**src/rtl/cache_arbiter_pkg.sv**
```systemverilog
// Shared types and default widths for the I/D-cache to physical-memory arbiter.
package arbiter_types;

  localparam int LINE_W = 256;
  localparam int ADDR_W = 32;

  typedef enum logic [1:0] {
    ARB_IDLE   = 2'b00,
    ARB_ICACHE = 2'b01,
    ARB_DCACHE = 2'b10
  } arb_state_t;

  typedef enum logic {
    GRANT_I = 1'b0,
    GRANT_D = 1'b1
  } grant_t;

endpackage

```
**src/rtl/cache_arbiter.sv**
```systemverilog
// Shares one physical-memory port between the I-cache and D-cache, one request at a time,
// alternating grants when both caches are waiting.
module cache_arbiter
  import arbiter_types::*;
#(
  parameter int LINE_W = arbiter_types::LINE_W,
  parameter int ADDR_W = arbiter_types::ADDR_W
) (
  input  logic              clk,
  input  logic              rst,
  input  logic              icache_read,
  input  logic [ADDR_W-1:0] icache_addr,
  output logic              icache_resp,
  input  logic              dcache_read,
  input  logic              dcache_write,
  input  logic [ADDR_W-1:0] dcache_addr,
  input  logic [LINE_W-1:0] dcache_wdata,
  output logic              dcache_resp,
  output logic [LINE_W-1:0] line_rdata,
  output logic              pmem_read,
  output logic              pmem_write,
  output logic [ADDR_W-1:0] pmem_addr,
  output logic [LINE_W-1:0] pmem_wdata,
  input  logic              pmem_resp,
  input  logic [LINE_W-1:0] pmem_rdata,
  output logic [1:0]        arbiter_state
);

  arb_state_t state_q, state_d;
  grant_t     last_grant_q, last_grant_d;
  logic       dcache_req;

  assign dcache_req = dcache_read | dcache_write;

  // NOTE: state flops use non-blocking assignments so every flop samples pre-edge values.
  always_ff @(posedge clk) begin
    if (rst) begin
      state_q      <= ARB_IDLE;
      last_grant_q <= GRANT_I;
    end else begin
      state_q      <= state_d;
      last_grant_q <= last_grant_d;
    end
  end

  // NOTE: every combinational output gets a default first so no path can infer a latch.
  always_comb begin
    state_d      = state_q;
    last_grant_d = last_grant_q;
    unique case (state_q)
      ARB_IDLE: begin
        if (icache_read && dcache_req)
          state_d = (last_grant_q == GRANT_I) ? ARB_DCACHE : ARB_ICACHE;
        else if (icache_read)
          state_d = ARB_ICACHE;
        else if (dcache_req)
          state_d = ARB_DCACHE;
      end
      ARB_ICACHE: begin
        if (pmem_resp) begin
          state_d      = ARB_IDLE;
          last_grant_d = GRANT_I;
        end
      end
      ARB_DCACHE: begin
        if (pmem_resp) begin
          state_d      = ARB_IDLE;
          last_grant_d = GRANT_D;
        end
      end
      default: state_d = ARB_IDLE;
    endcase
  end

  always_comb begin
    pmem_read   = 1'b0;
    pmem_write  = 1'b0;
    pmem_addr   = '0;
    pmem_wdata  = '0;
    icache_resp = 1'b0;
    dcache_resp = 1'b0;
    unique case (state_q)
      ARB_ICACHE: begin
        pmem_read   = 1'b1;
        pmem_addr   = icache_addr;
        icache_resp = pmem_resp;
      end
      ARB_DCACHE: begin
        pmem_read   = dcache_read;
        pmem_write  = dcache_write;
        pmem_addr   = dcache_addr;
        pmem_wdata  = dcache_wdata;
        dcache_resp = pmem_resp;
      end
      default: ;
    endcase
  end

  assign line_rdata    = pmem_rdata;
  assign arbiter_state = state_q;

  // Protocol checks: a D-cache asserting read and write together, or a granted cache
  // withdrawing its request before completion, is a caller bug.
  a_strobe_onehot : assert property (@(posedge clk) disable iff (rst)
    !(pmem_read && pmem_write));

  a_resp_granted : assert property (@(posedge clk) disable iff (rst)
    (!icache_resp || state_q == ARB_ICACHE) && (!dcache_resp || state_q == ARB_DCACHE));

  a_req_held : assert property (@(posedge clk) disable iff (rst)
    (state_q != ARB_ICACHE || icache_read) && (state_q != ARB_DCACHE || dcache_req));

endmodule
```
**config.mk**
```make
export PLATFORM = sky130hd
export DESIGN_NAME = cache_arbiter
export DESIGN_NICKNAME = d
export VERILOG_FILES = /design/src/rtl/cache_arbiter_pkg.sv /design/src/rtl/cache_arbiter.sv
export SDC_FILE = /design/constraint.sdc
export NUM_CORES = 1
export LEC_CHECK = 0
export ABC_CLOCK_PERIOD_IN_PS = 2200
export BUFFER_PORTS_ARGS = -buffer_cell sky130_fd_sc_hd__buf_2
export CAP_MARGIN = 20
export CORE_AREA = 2 2 444 446
export DETAILED_ROUTE_END_ITERATION = 12
export DIE_AREA = 0 0 446 448
export SYNTH_ARGS = -nofsm -noshare
export SYNTH_HDL_FRONTEND = slang
export SYNTH_SLANG_ARGS = --single-unit
```
**constraint.sdc**
```tcl
create_clock -name clk -period 2.2 [get_ports clk]
set_input_delay 0.44 -clock clk [delete_from_list [all_inputs] [get_ports clk]]
set_output_delay 0.44 -clock clk [all_outputs]
set_load 0.01 [all_outputs]
```
---- Word level (Yosys, flattened, before mapping) ----
Cells that the tools add are included.
cells by class
  eq/ne operators ......................... 6
  bitwise gates (word level) .............. 1
  reductions and logical operators ........ 6
  mux-type cells .......................... 15
operators with widths
  operator                                                         number
  256-bit two-way mux                                              1
  32-bit one-hot mux with 2 select lines                           1
  2-bit two-way mux                                                5
  1-bit two-way mux                                                5
  2-bit != test, second input constant                             2
  4-bit != test, second input constant                             1
  1-bit one-hot mux with 2 select lines                            2
  2-bit one-hot mux with 2 select lines                            1
  3-bit AND reduction                                              1
  2-bit by 1-bit == test with 1-bit output, second input constant  1
  2-bit == test, second input constant                             1
  2-bit zero test                                                  1
  2-bit by 1-bit != test with 1-bit output, second input constant  1
  2-bit AND reduction                                              1
  2-bit nonzero test                                               1
  2-bit OR reduction                                               1
  1-bit logical AND                                                1
  1-bit OR                                                         1
word-level totals
  output and inout port bits .............. 550
  bits of input ports ..................... 582
  logic and storage cells ................. 30
  register bits after elaboration ......... 3

---- Longest topological paths before layout ----
  word-level depth ........................ 5
  depth in mapped cells ................... 7
  gate-level depth less buffers ........... 5

---- Least setup slack after synthesis ----
Ideal clock, no wire load.
  kind .................................... reg2out
  start ................................... reg state_q[0], in the netlist arbiter_state[0]
  end ..................................... out pmem_addr[0]
  path buffers ............................ 1
  stages on the path, launching flop included .. 5
  required time ........................... 1.760 ns
  setup slack ............................. 0.494 ns
  data arrival time ....................... 1.266 ns
  path through ............................ dfxtp_1 inv_1 ha_1 clkbuf_1 nor2b_1
on the way
  longest elaborated chain between the ends .. 2
  elaborated cells on any way between the ends .. 3
  classes of those cells .................. eq/ne (2); mux (1)
ends and longest elaborated chain
  item                                                                       RTL line             RTL
  from (decl)                                                                cache_arbiter.sv:29  arb_state_t state_q, state_d;
  from (signal assigned)                                                     cache_arbiter.sv:41  state_q <= state_d;
  2-bit == test or 2-bit by 1-bit == test with 1-bit output (tied branches)  cache_arbiter.sv:82  unique case (state_q)
  32-bit one-hot mux with 2 select lines *                                   cache_arbiter.sv:82
  to (decl)                                                                  cache_arbiter.sv:22  output logic [ADDR_W-1:0] pmem_addr,
Every way passes the cells marked *; elsewhere a longest branch is shown, timed or not.

---- Worst setup path after layout ----
  start ................................... reg state_q[0], in the netlist arbiter_state[0]
  end ..................................... out pmem_wdata[199]
on the way
  longest elaborated chain between the ends .. 2
ends and longest elaborated chain
  item                 RTL line             RTL
  2-bit == test        cache_arbiter.sv:82
  256-bit two-way mux  cache_arbiter.sv:82
  to (decl)            cache_arbiter.sv:23  output logic [LINE_W-1:0] pmem_wdata,
No other way between the ends.

==> impl_metrics.tcl <==
set metrics [dict create \
    drtAntennaViolNets 0 \
    clk_pin_slew_ps 40 \
    grt_usage_pct 19.5 \
    fillers 22800 \
    multi_input_area_um2 3350 \
    antenna_found_initial 151 \
    rr_worst_depth 9 \
    critPathCaptureType "output port" \
    tightest_slew_ps 568 \
    drive_above_1_share_pct 99.0 \
    drtPass1Iterations 4 \
    clockBufferDepth 2 \
    cts.sink_count 3 \
    core-area_um2 195000 \
    initial_core_util_pct 2.25 \
    worst_slack_ps -313 \
    die_y_um 448 \
    min_period_ps 2510 \
    status "finished with violations" \
    slew_headroom_pct 62.1 \
    r2r-start "arbiter_state[0]" \
    synthToLayoutAreaGrowth_pct 236 \
    ys_seq_area_share_pct 1.37 \
    yosysUniqueCellTypes 20 \
    hpwl_um 187000 \
    finalWirelength_um 202000 \
    syn_nets 1227 \
    cts_made_buffers 3 \
    grt_pass1_wl_um 223000 \
    io_buffers 619 \
    r2r_end "arbiter_state[0]" \
    postSynthAreaPerCell_um2 6.84 \
    cts_tree "built" \
    fp.dieW_um 446 \
    vias_per_cell 2.08 \
    maxSlewViolCount 0 \
    clock_latency_ps 230 \
    p_leak_nw 5.87 \
    critPathMaxFanout 7 \
    cp_data_arrival_time_ps 2070 \
    wire_per_inst_um 54.8 \
    crit_chain "inv_8 > buf_8 > ha_4 > buf_12 > buf_16 > buf_12 > buf_12 > buf_16 > and2_4 > buf_6" \
    place_congestion 0.895 \
    rsz0062_at_grt "yes" \
    ff_latch_area_um2 67.6 \
    r2r_slack_ps 70 \
    crit_type "register to output port" \
    drv_cap 0 \
    min_path_type "input port to register" \
    cp_data_required_time_ps 1760 \
    critPathLaunchType "register" \
    dpl-instance-area_um2 10100 \
    ir_drop_v 0.000169 \
    syn_area_um2 4380 \
    synth_cells 641 \
    htreeDepth 1 \
    row_count 162 \
    slowest_delay_ps 420 \
    dr_total_vias 7680 \
    period_share_pct 114 \
    dieArea_um2 200000 \
    cts-root-buf "clkbuf_16" \
    clock_skew_ps 7.68 \
    powerDensity_nw_per_um2 477 \
    dr.first_iter.drc_count 360 \
    violations "negative setup slack" \
    drc 0 \
    timing.fmax_mhz 398 \
    post-place-ws_ps -1560 \
    grt_pass1_vias 7883 \
    slowest_stage "dfxtp_4" \
    yosys_register_bits 3 \
    final_area_um2 14700 \
    yosys_warnings 0 \
    critPathMostFrequentCell "buf_12" \
    grt-ovfl-total 0 \
    io_pins 1132 \
    nNetsFinal 1704 \
    finalHoldViolCount 0 \
    finalSetupViolations 289 \
    setup.worst_path.end "pmem_wdata[199]" \
    critPathLaunch "arbiter_state[0]" \
    grt_max_degree 18 \
]
[area by class of cell]
| type | count | area share (%) |
|---|---|---|
| Antenna cell | 32 | 0.544 |
| Clock buffer | 4 | 0.535 |
| Inverter | 3 | 0.212 |
| Multi-Input combinational cell | 341 | 22.8 |
| Sequential cell | 3 | 0.459 |
| Tap cell | 2542 | 21.6 |
| Timing Repair Buffer | 766 | 53.9 |
[state kept, by name, indices dropped and copies added, names as in the netlist]
name,cells
last_grant_q,1
arbiter_state,2
[worst min-delay path by stage]
stage / from / endpoint / slack (ps) / cells after the start
floorplan: last_grant_q / last_grant_q / 480 / 2
global placement: pmem_rdata[124] / line_rdata[124] / 880 / 0
detailed placement: rst / arbiter_state[1] / 850 / 2
CTS: rst / arbiter_state[1] / 610 / 2
global route: rst / arbiter_state[1] / 590 / 2
finish: rst / arbiter_state[1] / 580 / 2
[through the flow]
stage	instances	power [mW]	util, %	hold WS [ps]	TNS [ps]
2_1_floorplan	641	1.44	-	483	0
3_3_place_gp	3575	4.57	5.17	880	-213380
3_5_place_dp	3576	4.34	5.17	851	-173960
4_1_cts	3651	7.14	7.31	615	-71040
5_1_grt	3659	7.27	7.53	588	-66030
6_report	3691	7.03	7.57	577	-50290
[report_power, final]
group	internal, mW	leakage, nW	switching [mW]
clock network	0.240	0.0384	0.0578
logic	3.17	5.81	3.48
registers	0.0614	0.0260	0.0211
[worst max-delay path: cells and delay by family (launching register included)]
family / cells / cell delay (ps)
simple gates: 1 / 160
buf+inv: 8 / 1040
fa+ha+maj: 1 / 170
flops: 1 / 420
[placed cells by master (no fill, tap or decap), drive strengths merged]
| master | n |
|---|---|
| buf | 762 |
| o21bai | 1 |
| nand2 | 1 |
| nand4b | 1 |
| o21ai | 3 |
| and2 | 258 |
| diode | 32 |
| a211o | 1 |
| clkbuf | 8 |
| dfxtp | 3 |
| nor2b | 34 |
| nor2 | 1 |
| a22oi | 33 |
| nor4b | 1 |
| ha | 4 |
| inv | 3 |
| a21oi | 3 |
[per-layer routing]
| layer | share of wire (%) | vias to the layer above | wire length [um] | GRT usage, % |
|---|---|---|---|---|
| met2 | 52 | 810 | 105000 | 36.4 |
| met4 | 2.8 | 8 | 5590 | 3.09 |
| met5 | 0.047 | - | 96 | 0 |
| li1 | - | 2726 | - | - |
| met3 | 11 | 378 | 22400 | 9.29 |
| met1 | 34 | 3758 | 69100 | 19.8 |
[Yosys cell counts]
cell      number  area share, %
and2_1       257             37
buf_4        256             44
nor2b_1       34            4.9
a22oi_1       33            5.7
clkbuf_2      20            2.3
buf_2          8           0.91
clkbuf_1       8           0.69
ha_1           4            1.1
a21oi_1        3           0.34
dfxtp_1        3            1.4
inv_1          3           0.26
o21ai_0        3           0.34
buf_6          2           0.51
a211o_1        1           0.20
and2_2         1           0.17
nand2_1        1          0.086
nand4b_1       1           0.20
nor2_1         1          0.086
nor4b_1        1           0.20
o21bai_1       1           0.17
[logic make-up (layout without fill, tap and decap cells)]
family,Yosys count,in the layout,synth area share (%)
other cells,0,32,0
fa+ha+maj,4,4,1.14
buf+inv,297,773,48.5
flops,3,3,1.37
compound gates,41,41,6.71
simple gates,296,296,42.3
[repair_timing]
item	in CTS	in global routing
setup endpoints to repair	295	293
endpoints found under the hold margin	0	0
resized for setup	975	132
buffers inserted	49	24
hold buffers	0	0
gates cloned	39	4
pin swaps	42	36
Power figures use the tool's default switching activity.
